### config.mk
export PLATFORM = sky130hd
export DESIGN_NAME = traffic_phase_ctrl
export DESIGN_NICKNAME = d
export VERILOG_FILES = /design/src/rtl/traffic_pkg.sv /design/src/rtl/dur_regfile.sv /design/src/rtl/traffic_phase_ctrl.sv
export SDC_FILE = /design/constraint.sdc
export NUM_CORES = 1
export LEC_CHECK = 0
export BUFFER_PORTS_ARGS = -buffer_cell sky130_fd_sc_hd__buf_2
export CAP_MARGIN = 10
export CORE_ASPECT_RATIO = 0.9
export CORE_MARGIN = 5
export CORE_UTILIZATION = 50
export CTS_CLUSTER_SIZE = 16
export DETAILED_ROUTE_END_ITERATION = 7
export PLACE_DENSITY = 0.73
export SETUP_SLACK_MARGIN = 0.05
export SLEW_MARGIN = 20
export SYNTH_ARGS = -nofsm -noshare
export SYNTH_HDL_FRONTEND = slang
export SYNTH_SLANG_ARGS = --single-unit
### constraint.sdc
create_clock -name clk_i -period 3.3 [get_ports clk_i]
set_clock_uncertainty 0.1 [all_clocks]
set_input_delay 0.165 -clock clk_i [delete_from_list [all_inputs] [get_ports clk_i]]
set_output_delay 0.165 -clock clk_i [all_outputs]
set_load 0.05 [all_outputs]
### src/rtl/traffic_pkg.sv
// traffic_pkg: shared light codes, mode/stage encodings and index-width helper
package traffic_pkg;
   localparam logic [1:0] LIGHT_OFF = 2'b00;
   localparam logic [1:0] LIGHT_RED = 2'b01;
   localparam logic [1:0] LIGHT_YEL = 2'b10;
   localparam logic [1:0] LIGHT_GRN = 2'b11;
   typedef enum logic [1:0] {MODE_NORMAL, MODE_ADJ, MODE_FLASH, MODE_ALT} mode_t;
   typedef enum logic [1:0] {ST_GREEN, ST_YELLOW, ST_ALLRED, ST_FLASH} stage_t;
   function automatic int idx_w(input int n);
      return (n < 2) ? 1 : $clog2(n);
   endfunction
endpackage

### src/rtl/dur_regfile.sv
// dur_regfile: N green durations plus shared yellow and all-red, with saturating edits
module dur_regfile import traffic_pkg::*; #(
   parameter int N_APPR = 2,
   parameter int TIME_W = 4,
   parameter int DEF_G  = 5,
   parameter int DEF_Y  = 2,
   parameter int DEF_R  = 1,
   parameter int IDX_W  = 2
) (
   input  logic              clk_i,
   input  logic              rst_i,
   input  logic              en,
   input  logic [IDX_W-1:0]  adj_idx,
   input  logic              inc,
   input  logic              dec,
   input  logic              def,
   input  logic [IDX_W-1:0]  rd_idx,
   output logic [TIME_W-1:0] rd_val,
   output logic [TIME_W-1:0] disp_val
);
   logic [TIME_W-1:0] dur [N_APPR+2];
   function automatic logic [TIME_W-1:0] def_of(input int k);
      return k < N_APPR ? TIME_W'(DEF_G) : k == N_APPR ? TIME_W'(DEF_Y) : TIME_W'(DEF_R);
   endfunction
   always_ff @(posedge clk_i)
      for (int k = 0; k < N_APPR + 2; k++)
         if (rst_i)
            dur[k] <= def_of(k);
         else if (en && int'(adj_idx) == k)
            dur[k] <= inc ? (&dur[k] ? dur[k] : dur[k] + 1'b1) :
                      dec ? (|dur[k] ? dur[k] - 1'b1 : dur[k]) :
                      def ? def_of(k) : dur[k];
   assign rd_val   = int'(rd_idx) < N_APPR + 2 ? dur[rd_idx] : '0;
   assign disp_val = int'(adj_idx) < N_APPR + 2 ? dur[adj_idx] : '0;
endmodule

### src/rtl/traffic_phase_ctrl.sv
// traffic_phase_ctrl: N-approach light sequencer with skip mask, duration adjust and flash mode
module traffic_phase_ctrl import traffic_pkg::*; #(
   parameter  int N_APPR = 2,
   parameter  int TIME_W = 4,
   parameter  int DEF_G  = 5,
   parameter  int DEF_Y  = 2,
   parameter  int DEF_R  = 1,
   localparam int IDX_W  = idx_w(N_APPR + 2),
   localparam int PW     = idx_w(N_APPR)
) (
   input  logic                clk_i,
   input  logic                rst_i,
   input  logic                tick_i,
   input  logic [1:0]          mode_i,
   input  logic [IDX_W-1:0]    adj_idx_i,
   input  logic                cmd_inc_i,
   input  logic                cmd_dec_i,
   input  logic                cmd_def_i,
   input  logic [N_APPR-1:0]   skip_i,
   output logic [2*N_APPR-1:0] light_o,
   output logic [TIME_W-1:0]   time_o,
   output logic [PW-1:0]       phase_o,
   output logic [1:0]          stage_o
);
   stage_t            stage, stage_n;
   mode_t             mode_q;
   logic [PW-1:0]     phase, phase_n, nxt, c;
   logic [TIME_W-1:0] cnt, cnt_n, rd_val, disp_val;
   logic [IDX_W-1:0]  rd_idx;
   logic              flash, flash_n, found, flash_mode;
   assign flash_mode = mode_i == MODE_FLASH;
   dur_regfile #(
      .N_APPR(N_APPR), .TIME_W(TIME_W), .DEF_G(DEF_G), .DEF_Y(DEF_Y), .DEF_R(DEF_R), .IDX_W(IDX_W)
   ) u_dur (
      .clk_i(clk_i), .rst_i(rst_i), .en(mode_i == MODE_ADJ), .adj_idx(adj_idx_i),
      .inc(cmd_inc_i), .dec(cmd_dec_i), .def(cmd_def_i),
      .rd_idx(rd_idx), .rd_val(rd_val), .disp_val(disp_val)
   );
   function automatic logic [2*N_APPR-1:0] lights_of(input stage_t s, input logic [PW-1:0] p, input logic f);
      logic [2*N_APPR-1:0] l;
      for (int k = 0; k < N_APPR; k++)
         l[2*k +: 2] = s == ST_FLASH ? (f ? LIGHT_YEL : LIGHT_OFF) :
                       (k != int'(p) || s == ST_ALLRED) ? LIGHT_RED :
                       s == ST_GREEN ? LIGHT_GRN : LIGHT_YEL;
      return l;
   endfunction
   // descending scan so the nearest unmasked successor (p itself last) wins
   always_comb begin
      nxt   = phase;
      found = 1'b0;
      c     = '0;
      for (int i = N_APPR; i >= 1; i--) begin
         c = PW'((int'(phase) + i) % N_APPR);
         if (!skip_i[c]) begin
            nxt   = c;
            found = 1'b1;
         end
      end
   end
   // yellow load from GREEN; all-red reload covers YELLOW, masked ALLRED and flash exit
   assign rd_idx = stage == ST_GREEN ? IDX_W'(N_APPR) :
                   (stage == ST_ALLRED && found) ? IDX_W'(nxt) : IDX_W'(N_APPR + 1);
   always_comb begin
      stage_n = stage;
      phase_n = phase;
      cnt_n   = cnt;
      flash_n = flash;
      if (stage == ST_FLASH) begin
         if (!flash_mode) begin
            stage_n = ST_ALLRED;
            cnt_n   = rd_val;
         end else if (tick_i)
            flash_n = ~flash;
      end else if (flash_mode) begin
         stage_n = ST_FLASH;
         flash_n = 1'b1;
      end else if (tick_i && cnt != '0)
         cnt_n = cnt - 1'b1;
      else if (tick_i) begin
         cnt_n   = rd_val;
         stage_n = stage == ST_GREEN ? ST_YELLOW : stage == ST_YELLOW ? ST_ALLRED :
                   found ? ST_GREEN : ST_ALLRED;
         phase_n = (stage == ST_ALLRED && found) ? nxt : phase;
      end
   end
   always_ff @(posedge clk_i)
      if (rst_i) begin
         stage   <= ST_GREEN;
         phase   <= '0;
         cnt     <= TIME_W'(DEF_G);
         flash   <= 1'b0;
         mode_q  <= MODE_NORMAL;
         light_o <= lights_of(ST_GREEN, '0, 1'b0);
         time_o  <= TIME_W'(DEF_G);
         phase_o <= '0;
         stage_o <= ST_GREEN;
      end else begin
         stage   <= stage_n;
         phase   <= phase_n;
         cnt     <= cnt_n;
         flash   <= flash_n;
         mode_q  <= mode_t'(mode_i);
         light_o <= lights_of(stage, phase, flash);
         time_o  <= stage == ST_FLASH ? '0 : mode_q == MODE_ADJ ? disp_val : cnt;
         phase_o <= phase;
         stage_o <= stage;
      end
endmodule

==> flow_metrics.tcl, run 1 <==
set metrics [dict create \
    grt_setup_unrepaired "false" \
    postCtsSetupBuffers 0 \
    syn_nets 310 \
    gp_congestion 0.917 \
    final_common_cell "nand2_1" \
    seq_power_share 0.492 \
    cts_tree "built" \
    fin_setup_tns_ns 0 \
    cts.sinks 37 \
    drv_slew 0 \
    grt_first_pass_wirelength_mm 9.40 \
    cts_resized 0 \
    finalHoldWorstSlack_ns 0.00603 \
    firstDrtPassIters 4 \
    synth_ff_type "dfxtp_1" \
    fin_crit_sh 0.575 \
    fp-row-count 24 \
    internal-power_mw 0.761 \
    synth.avg_cell_area_um2 8.50 \
    ir_worst_vdd_mv 0.239 \
    crit_fanout 5 \
    critPathKind "reg2reg" \
    hpwl_mm 4.16 \
    worstPathCellList "inv_1 -> ha_1 -> and2_1 -> nand2_1 -> or4_1 -> or3_1 -> a21oi_1" \
    crit_required_ns 3.43 \
    worstSetupEndpointType "register" \
    hp-class "in2reg" \
    die_area_mm2 0.00638 \
    path_clk_slew_ns 0.08 \
    drc 0 \
    hold_viol 0 \
    cp_slowest_stage_delay_ns 0.43 \
    finalCriticalPeriod_ns 1.90 \
    p_leak_nw 1.01 \
    clock.fmax_mhz 527 \
    ys_types 51 \
    clockBufferDepth 2 \
    dr_total_vias 2117 \
    grt_pass1_vias 1973 \
    core_area_mm2 0.00477 \
    antenna_found_initial 0 \
    p_per_area_mw_per_mm2 408 \
    tightest_slew_ns 0.594 \
    finalSetupViolCount 0 \
    io_buffers 22 \
    drt-initial-drc-count 139 \
    wl_per_cell_um 15.6 \
    ctsRootBufferMaster "clkbuf_8" \
    ctsHoldBuffers 0 \
    yosysSeqAreaShare 0.369 \
    synth_edf_count 16 \
    cpMaxStageDelayCell "or4_1" \
    overflow 0 \
    drive_above_1_share 0.146 \
    crit_arrival_ns 2.03 \
    syn-instance-count 287 \
    clk_latency_ns 0.29 \
    track_usage 0.180 \
    cp-start-kind "register" \
    nets 317 \
    synthArstFlopShare 0 \
    mostFrequentLayoutCells "nand2_1 (28), nor2_1 (27), o21ai_0 (23), buf_2 (22), dfxtp_1 (21)" \
    routed_wl_mm 5.63 \
    syn_area_mm2 0.00244 \
    pin_count 23 \
    switchingPower_mw 0.313 \
    die_w_um 83.6 \
    ys_seq_elements 37 \
    cts_buffers 5 \
    pwr-share-comb 0.163 \
    viasPerCell 5.88 \
    antenna_left 0 \
    grt_max_degree 29 \
    antenna_cells 0 \
    cap_violations 0 \
    max_slew_margin 0.603 \
    p_sw_frac 0.291 \
    die_y_um 76.3 \
    syn2layout_area_growth_pct 8.00 \
    htree_levels 2 \
    status "complete, no violations" \
    initial_core_util 0.511 \
    yosysWarnings 0 \
    clkPwrFrac 0.346 \
]
-- power by group through the flow --
stage          sequential [mW]  clock, mW  combinational [mW]
4_1_cts                  0.528      0.379               0.175
5_1_grt                  0.532      0.398               0.195
2_1_floorplan            0.542          0               0.130
6_report                 0.528      0.371               0.174
3_5_place_dp             0.538          0               0.174
3_3_place_gp             0.537          0               0.172
-- synth_stat cells, drive strengths merged (2+ instances only) --
cell type / count / share of area
xor2: 6 / 0.022
dfxtp: 21 / 0.17
nand2: 29 / 0.048
nor4: 2 / 0.0051
mux4: 4 / 0.037
xnor2: 3 / 0.011
a22oi: 3 / 0.0092
o2111ai: 2 / 0.0072
a21boi: 2 / 0.0062
a21o: 2 / 0.0062
a41oi: 2 / 0.0072
nand2b: 5 / 0.013
a21oi: 20 / 0.041
or2: 2 / 0.0051
inv: 15 / 0.023
mux2i: 4 / 0.016
and2: 3 / 0.0087
nand3: 12 / 0.027
nand4: 3 / 0.0077
a221oi: 2 / 0.0072
buf: 9 / 0.023
nor3b: 3 / 0.0092
a31o: 2 / 0.0072
o211ai: 6 / 0.018
nor2: 27 / 0.042
nor2b: 8 / 0.021
edfxtp: 16 / 0.20
a31oi: 3 / 0.0077
nor4b: 2 / 0.0072
clkbuf: 13 / 0.020
nor3: 9 / 0.018
ha: 11 / 0.056
o21ai: 23 / 0.047
-- logic make-up after synthesis --
| group | share of synthesized area |
|---|---|
| adders and majority gates | 0.0564 |
| xor gates and xnor gates | 0.0323 |
| and+or+nand+nor | 0.220 |
| DFF | 0.369 |
| AOI/OAI and AO/OA | 0.198 |
| buffers and inverters | 0.0662 |
| muxes | 0.0580 |
-- worst max-delay path: cells and delay by family (launching register included) --
family	cells	cell delay [ns]
AND/OR/NAND/NOR	4	1.01
AO/OA/AOI/OAI	1	0.14
adder cells (fa/ha/maj)	1	0.16
buffers and inverters	1	0.09
flip-flops	1	0.35
-- final cells by class --
cell class,count,area [um2]
well taps,65,81.3
repair buffers,22,110
clock buffers,6,93.8
multi-input cells,213,1380
fillers,447,2140
clock inverters,2,15.0
flip-flops and latches,37,901
inverters,15,56.3
-- final timing paths --
kind | start | end | slack (ns) | cells after the start
max | cnt[0] | phase | 1.40 | 7
max reg2reg | cnt[0] | phase | 1.40 | 7
min | mode_i[1] | mode_q[1] | 0.006 | 2
min reg2reg | flash | flash | 0.39 | 2
-- sequential cells by signal, indices dropped and copies added, names as in the netlist --
name       cells
flash          1
stage_o        2
stage          2
light_o        4
phase          1
cnt            4
mode_q         2
phase_o        1
u_dur.dur     16
time_o         4
-- through the flow --
step | setup slack, ns | instance area (um2) | total power, mW | utilization | instances
2_1_floorplan | 1.58 | 2440 | 0.671 | - | 287
3_3_place_gp | 1.44 | 2520 | 0.709 | 0.529 | 352
3_5_place_dp | 1.42 | 2520 | 0.712 | 0.529 | 352
4_1_cts | 1.41 | 2630 | 1.08 | 0.552 | 360
5_1_grt | 1.27 | 2630 | 1.12 | 0.552 | 360
6_report | 1.40 | 2630 | 1.07 | 0.552 | 360
-- per-layer routing --
layer,share of wire,wire length (um),up-vias,track usage
met3,0.073,413,18,0.0411
li1,-,-,1041,-
met4,0.023,129,0,0.0756
met2,0.47,2620,72,0.290
met1,0.44,2470,986,0.232
met5,0,0,-,0
(Power assumes the default switching activity.)
==> inputs of run 2 (changes only) <==
--- a/config.mk
+++ b/config.mk
@@ -5,6 +5,7 @@
 export SDC_FILE = /design/constraint.sdc
 export NUM_CORES = 1
 export LEC_CHECK = 0
+export ABC_AREA = 1
 export BUFFER_PORTS_ARGS = -buffer_cell sky130_fd_sc_hd__buf_2
 export CAP_MARGIN = 10
 export CORE_ASPECT_RATIO = 0.9
==> constraint.sdc (replaced) <==
create_clock -name clk_i -period 1.88 [get_ports clk_i]
set_clock_uncertainty 0.1 [all_clocks]
set_input_delay 0.094 -clock clk_i [delete_from_list [all_inputs] [get_ports clk_i]]
set_output_delay 0.094 -clock clk_i [all_outputs]
set_load 0.05 [all_outputs]
==> run 2 against run 1 <==
Net effect:
- via count increased by 6.2%
- setup slack got worse by 1.2 ns
- combinational power increased by 120%
- routed wire length decreased by 1.6%
- largest power group unchanged
- critical endpoint is now u_dur.dur[0][2]
- power increased by 81%
==> flow_metrics.tcl, run 2 <==
set metrics [dict create \
    grt_pass1_vias 1976 \
    fin_ws_ns 0.188 \
    power_mw 1.94 \
    ir_worst_vdd_mv 0.590 \
    yosys-top-cells-count "nand2_1 (56), inv_1 (39), a21oi_1 (33), nand3_1 (31), nor2_1 (22)" \
    nets 365 \
    max_slew_margin 0.721 \
    worstSetupEndpointType "register" \
    drv_slew 0 \
    ys_top_cells_by_area "edfxtp_1 (21%), dfxtp_1 (18%), nand2_1 (9.0%), a21oi_1 (7.1%), nand3_1 (6.6%)" \
    yosysWarnings 0 \
    drc 0 \
    final_common_cell "nand2_1" \
    ys_seq_elements 37 \
    clock.fmax_mhz 591 \
    htree_levels 2 \
    cts_tree "built" \
    fp-row-count 23 \
    die_w_um 82.1 \
    rr_endpoint "u_dur.dur[1][2]" \
    cap_violations 0 \
    synth.mux.area_fraction 0 \
    hp-start "tick_i" \
    synth_top_area_frac 0.205 \
    drt-initial-drc-count 257 \
    synth.avg_cell_area_um2 7.50 \
    pin_count 23 \
    crit_fanout 4 \
    synth_edf_count 16 \
    min_to "flash" \
    hpwl_mm 4.24 \
    tightest_slew_ns 0.417 \
    synth_ff_type "dfxtp_1" \
    finalSetupViolCount 0 \
    r2r.worst_path.cells 5 \
    ctsRootBufferMaster "clkbuf_8" \
    grt_setup_unrepaired "false" \
    p_leak_nw 1.14 \
    synth-xor-area-share 0.0150 \
    firstDrtPassIters 5 \
    ys_types 34 \
    status "complete, no violations" \
    io_buffers 22 \
    cts.sinks 37 \
    syn-instance-count 312 \
    antenna_found_initial 0 \
    overflow 0 \
    hold_viol 0 \
    mostFrequentLayoutCells "nand2_1 (56), inv_1 (39), a21oi_1 (33), nand3_1 (31)" \
    gp_congestion 0.935 \
    initial_core_util 0.521 \
    pre_cts_slack_ns 0.254 \
    largest_reg_flops 16 \
    syn2layout_area_growth_pct 14.3 \
    hp-class "in2reg" \
    p_per_area_mw_per_mm2 726 \
    yosysSeqAreaShare 0.385 \
    cts_buffers 5 \
    finalCriticalPeriod_ns 1.69 \
    synth_compound_area_frac 0.194 \
    die_y_um 74.9 \
    track_usage 0.192 \
    synthAdderAreaFrac 0.0589 \
    finalHoldWorstSlack_ns 0.0966 \
    syn_area_mm2 0.00234 \
    clk_latency_ns 0.29 \
    clockBufferDepth 2 \
    grt_first_pass_wirelength_mm 9.15 \
    viasPerCell 5.55 \
    regMostFlops "u_dur.dur" \
    fin_crit_sh 0.900 \
    yosysMostFrequentCell "nand2_1" \
    fin_setup_tns_ns 0 \
    grt_max_degree 18 \
    wl_per_cell_um 13.7 \
    min_path_cells 3 \
    core_area_mm2 0.00449 \
    synth_top_family_by_area "simple AND/OR/NAND/NOR gates" \
    die_area_mm2 0.00615 \
    cp-start-kind "input pin" \
    antenna_left 0 \
    critPathKind "in2reg" \
    final_core_utilization 0.595 \
    synthArstFlopShare 0 \
    nFillCells 406 \
    dr_total_vias 2249 \
    routed_wl_mm 5.54 \
    syn_nets 335 \
    path_clk_slew_ns 0.08 \
    r2r_start "u_dur.dur[1][0]" \
    reg2reg_slack_ns 0.21 \
    synthSimpleGateAreaFrac 0.259 \
    crit_required_ns 1.79 \
    crit_arrival_ns 1.60 \
    yosys.area.top_type "edfxtp_1" \
    drive_above_1_share 0.160 \
    antenna_cells 0 \
]
==> run 2: worst max path at each step <==
stage	endpoint	startpoint	cells past startpoint
2_1_floorplan	u_dur.dur[0][0]	u_dur.dur[0][0]	4
3_3_place_gp	u_dur.dur[1][2]	u_dur.dur[1][0]	5
3_5_place_dp	u_dur.dur[0][2]	u_dur.dur[0][0]	5
4_1_cts	u_dur.dur[1][3]	mode_i[1]	8
5_1_grt	u_dur.dur[0][1]	mode_i[1]	8
6_report	u_dur.dur[0][2]	mode_i[1]	8
==> run 2: logic make-up after synthesis <==
kind of cell	Yosys count
simple gates	132
compound gates	74
xor+xnor	4
flops	37
buf+inv	54
fa+ha+maj	11
==> run 2: repair_timing <==
action	in CTS	in global routing
hold buffers	2	0
endpoints found under the setup margin	0	4
resized for setup	0	1
hold endpoints to repair	2	0
setup buffers	0	0
==> run 2: power breakdown <==
group / total [mW] / switching (mW) / internal (mW)
logic: 0.383 / 0.261 / 0.122
registers: 0.910 / 0.0318 / 0.878
clock network: 0.647 / 0.303 / 0.345
total: 1.94 / 0.596 / 1.34
==> run 2: layout make-up <==
| cell class | count | area, um2 | area share |
|---|---|---|---|
| clock buffer | 6 | 93.8 | 0.0351 |
| clock inverter | 2 | 15.0 | 0.00562 |
| inverter | 48 | 180 | 0.0674 |
| multi-input combinational | 221 | 1240 | 0.463 |
| sequential | 37 | 901 | 0.337 |
| tap | 62 | 77.6 | 0.0290 |
| timing repair buffer | 29 | 168 | 0.0627 |
==> run 2: metal layers <==
metal | GRT usage | vias to the layer above | part of all wire
met5 | 0 | - | 0
met4 | 0.0443 | 0 | 0.014
met3 | 0.0431 | 11 | 0.076
met2 | 0.300 | 98 | 0.44
met1 | 0.273 | 1014 | 0.47
li1 | - | 1126 | -
==> run 2: worst max-delay path: stages <==
cell and delay [ns]:
dlygate4sd3_1 0.53, buf_2 0.13, nor2_1 0.10, inv_1 0.10, nor3_1 0.19, nand2_1 0.07, o21ai_0 0.19, buf_4 0.17
==> run 2: per-stage QoR <==
step	instances	instance area (um2)
6_report	405	2670
5_1_grt	405	2670
4_1_cts	405	2670
3_5_place_dp	395	2540
3_3_place_gp	395	2540
2_1_floorplan	312	2340
==> inputs of run 3 (changes only) <==
--- a/config.mk
+++ b/config.mk
@@ -5,7 +5,6 @@
 export SDC_FILE = /design/constraint.sdc
 export NUM_CORES = 1
 export LEC_CHECK = 0
-export ABC_AREA = 1
 export BUFFER_PORTS_ARGS = -buffer_cell sky130_fd_sc_hd__buf_2
 export CAP_MARGIN = 10
 export CORE_ASPECT_RATIO = 0.9
==> run 3 against run 2 <==
Net effect:
- first-iteration DRC count is 29% lower
- design area grew 5.9%
- power is 0.57% lower
- routed wire length is 7.4% higher
- non-clock buffer count up 13
- sequential power rose by 0.8%
- setup slack worse by 0.12 ns
- flip-flop and latch count unchanged
- critical path type is now reg2reg
- critical endpoint is now phase
- largest power group unchanged
==> flow_metrics.tcl, run 3 (same netlist as run 1, synthesis figures left out) <==
set metrics [dict create \
    p_per_area_mw_per_mm2 682 \
    htree_levels 2 \
    finalCriticalPeriod_ns 1.82 \
    die_w_um 83.6 \
    gp_congestion 0.915 \
    max_slew_margin 0.652 \
    reg2reg_slack_ns 0.06 \
    crit_required_ns 2.02 \
    antenna_cells 0 \
    ir_worst_vdd_mv 0.386 \
    mostFrequentLayoutCells "nor2_1 (27), nand2_1 (27), o21ai_0 (23), buf_2 (22)" \
    grt_max_degree 20 \
    r2r_start "cnt[0]" \
    die_y_um 76.3 \
    fp-row-count 24 \
    syn2layout_area_growth_pct 16.0 \
    cts.sinks 37 \
    crit_fanout 5 \
    firstDrtPassIters 5 \
    fin_crit_sh 0.966 \
    track_usage 0.184 \
    power_mw 1.93 \
    grt_pass1_vias 2066 \
    overflow 0 \
    critPathKind "reg2reg" \
    die_area_mm2 0.00638 \
    placed_area_mm2 0.00264 \
    clock.fmax_mhz 550 \
    worstSetupEndpointType "register" \
    crit_arrival_ns 1.96 \
    endpoint "phase" \
    antenna_left 0 \
    r2r.worst_path.cells 7 \
    wl_per_cell_um 15.7 \
    cts_tree "built" \
    hold_viol 0 \
    core_area_mm2 0.00477 \
    grt_first_pass_wirelength_mm 9.66 \
    path_clk_slew_ns 0.08 \
    clockBufferDepth 2 \
    viasPerCell 5.87 \
    regMostFlops "u_dur.dur" \
    io_buffers 22 \
    drt-initial-drc-count 182 \
    finalSetupViolCount 0 \
    ctsRootBufferMaster "clkbuf_8" \
    nets 337 \
    dr_total_vias 2232 \
    routed_wl_mm 5.95 \
    cts_buffers 5 \
    pin_count 23 \
    hpwl_mm 4.20 \
    tightest_slew_ns 0.520 \
    rr_endpoint "phase" \
    antenna_found_initial 0 \
    status "complete, no violations" \
    p_leak_nw 1.11 \
    clk_latency_ns 0.30 \
    hp-class "in2reg" \
    drv_slew 0 \
    finalHoldWorstSlack_ns 0.0453 \
    cap_violations 0 \
    drc 0 \
    cp-start-kind "register" \
    drive_above_1_share 0.229 \
    initial_core_util 0.511 \
    grt_setup_unrepaired "true" \
    critPathLaunch "cnt[0]" \
    largest_reg_flops 16 \
    final_area_mm2 0.00283 \
]
[run 3: repair_timing]
action,CTS,global route
hold endpoints to repair,2,0
setup buffers,0,3
hold buffers,2,0
pin swaps,0,2
endpoints found under the setup margin,1,5
resized for setup,1,13
[run 3: worst min-delay path by stage]
stage	from	to	slack (ns)	cells after the start
floorplan	rst_i	phase_o	0.07	1
global route	tick_i	stage[1]	0.06	3
global placement	mode_i[1]	mode_q[1]	0.23	2
detailed placement	mode_i[1]	mode_q[1]	0.25	2
finish	tick_i	stage[1]	0.05	3
CTS	tick_i	stage[1]	0.04	3
[run 3: final cells by class]
| type | instances | area (um2) |
|---|---|---|
| fill | 419 | 1950 |
| multi-input combinational | 213 | 1410 |
| sequential | 37 | 906 |
| timing repair buffer | 42 | 265 |
| clock buffer | 6 | 93.8 |
| tap | 65 | 81.3 |
| inverter | 15 | 58.8 |
| clock inverter | 2 | 15.0 |
[run 3: report_power, final]
part	switching (mW)	total (mW)	internal, mW
clock	0.300	0.644	0.344
combinational	0.220	0.368	0.148
sequential	0.0422	0.917	0.875
total	0.562	1.93	1.37
[run 3: metrics by stage]
stage / util / setup WS, ns / cells / setup TNS [ns]
after global placement: 0.552 / 0.0917 / 367 / 0
after global routing: 0.593 / -0.0242 / 380 / -0.0565
after detailed placement: 0.552 / 0.0427 / 367 / 0
after CTS: 0.580 / 0.0520 / 377 / 0
after floorplan: - / 0.162 / 287 / 0
final: 0.593 / 0.0631 / 380 / 0
[run 3: layer usage]
metal  global-route usage  vias to the layer above  wire length [um]  part of all wire
met5                    0                        -                 0                 0
met4               0.0627                        0               112             0.019
met3               0.0422                       15               419             0.070
met2                0.300                       88              2890              0.48
met1                0.240                     1045              2540              0.43
li1                     -                     1084                 -                 -
[run 3: critical path: stages, from the launching register on]
cell and delay [ns]:
dfxtp_4 0.37, inv_4 0.07, ha_4 0.13, and2_4 0.14, nand2_2 0.05, or4_4 0.42, or3_4 0.38, a21oi_2 0.11
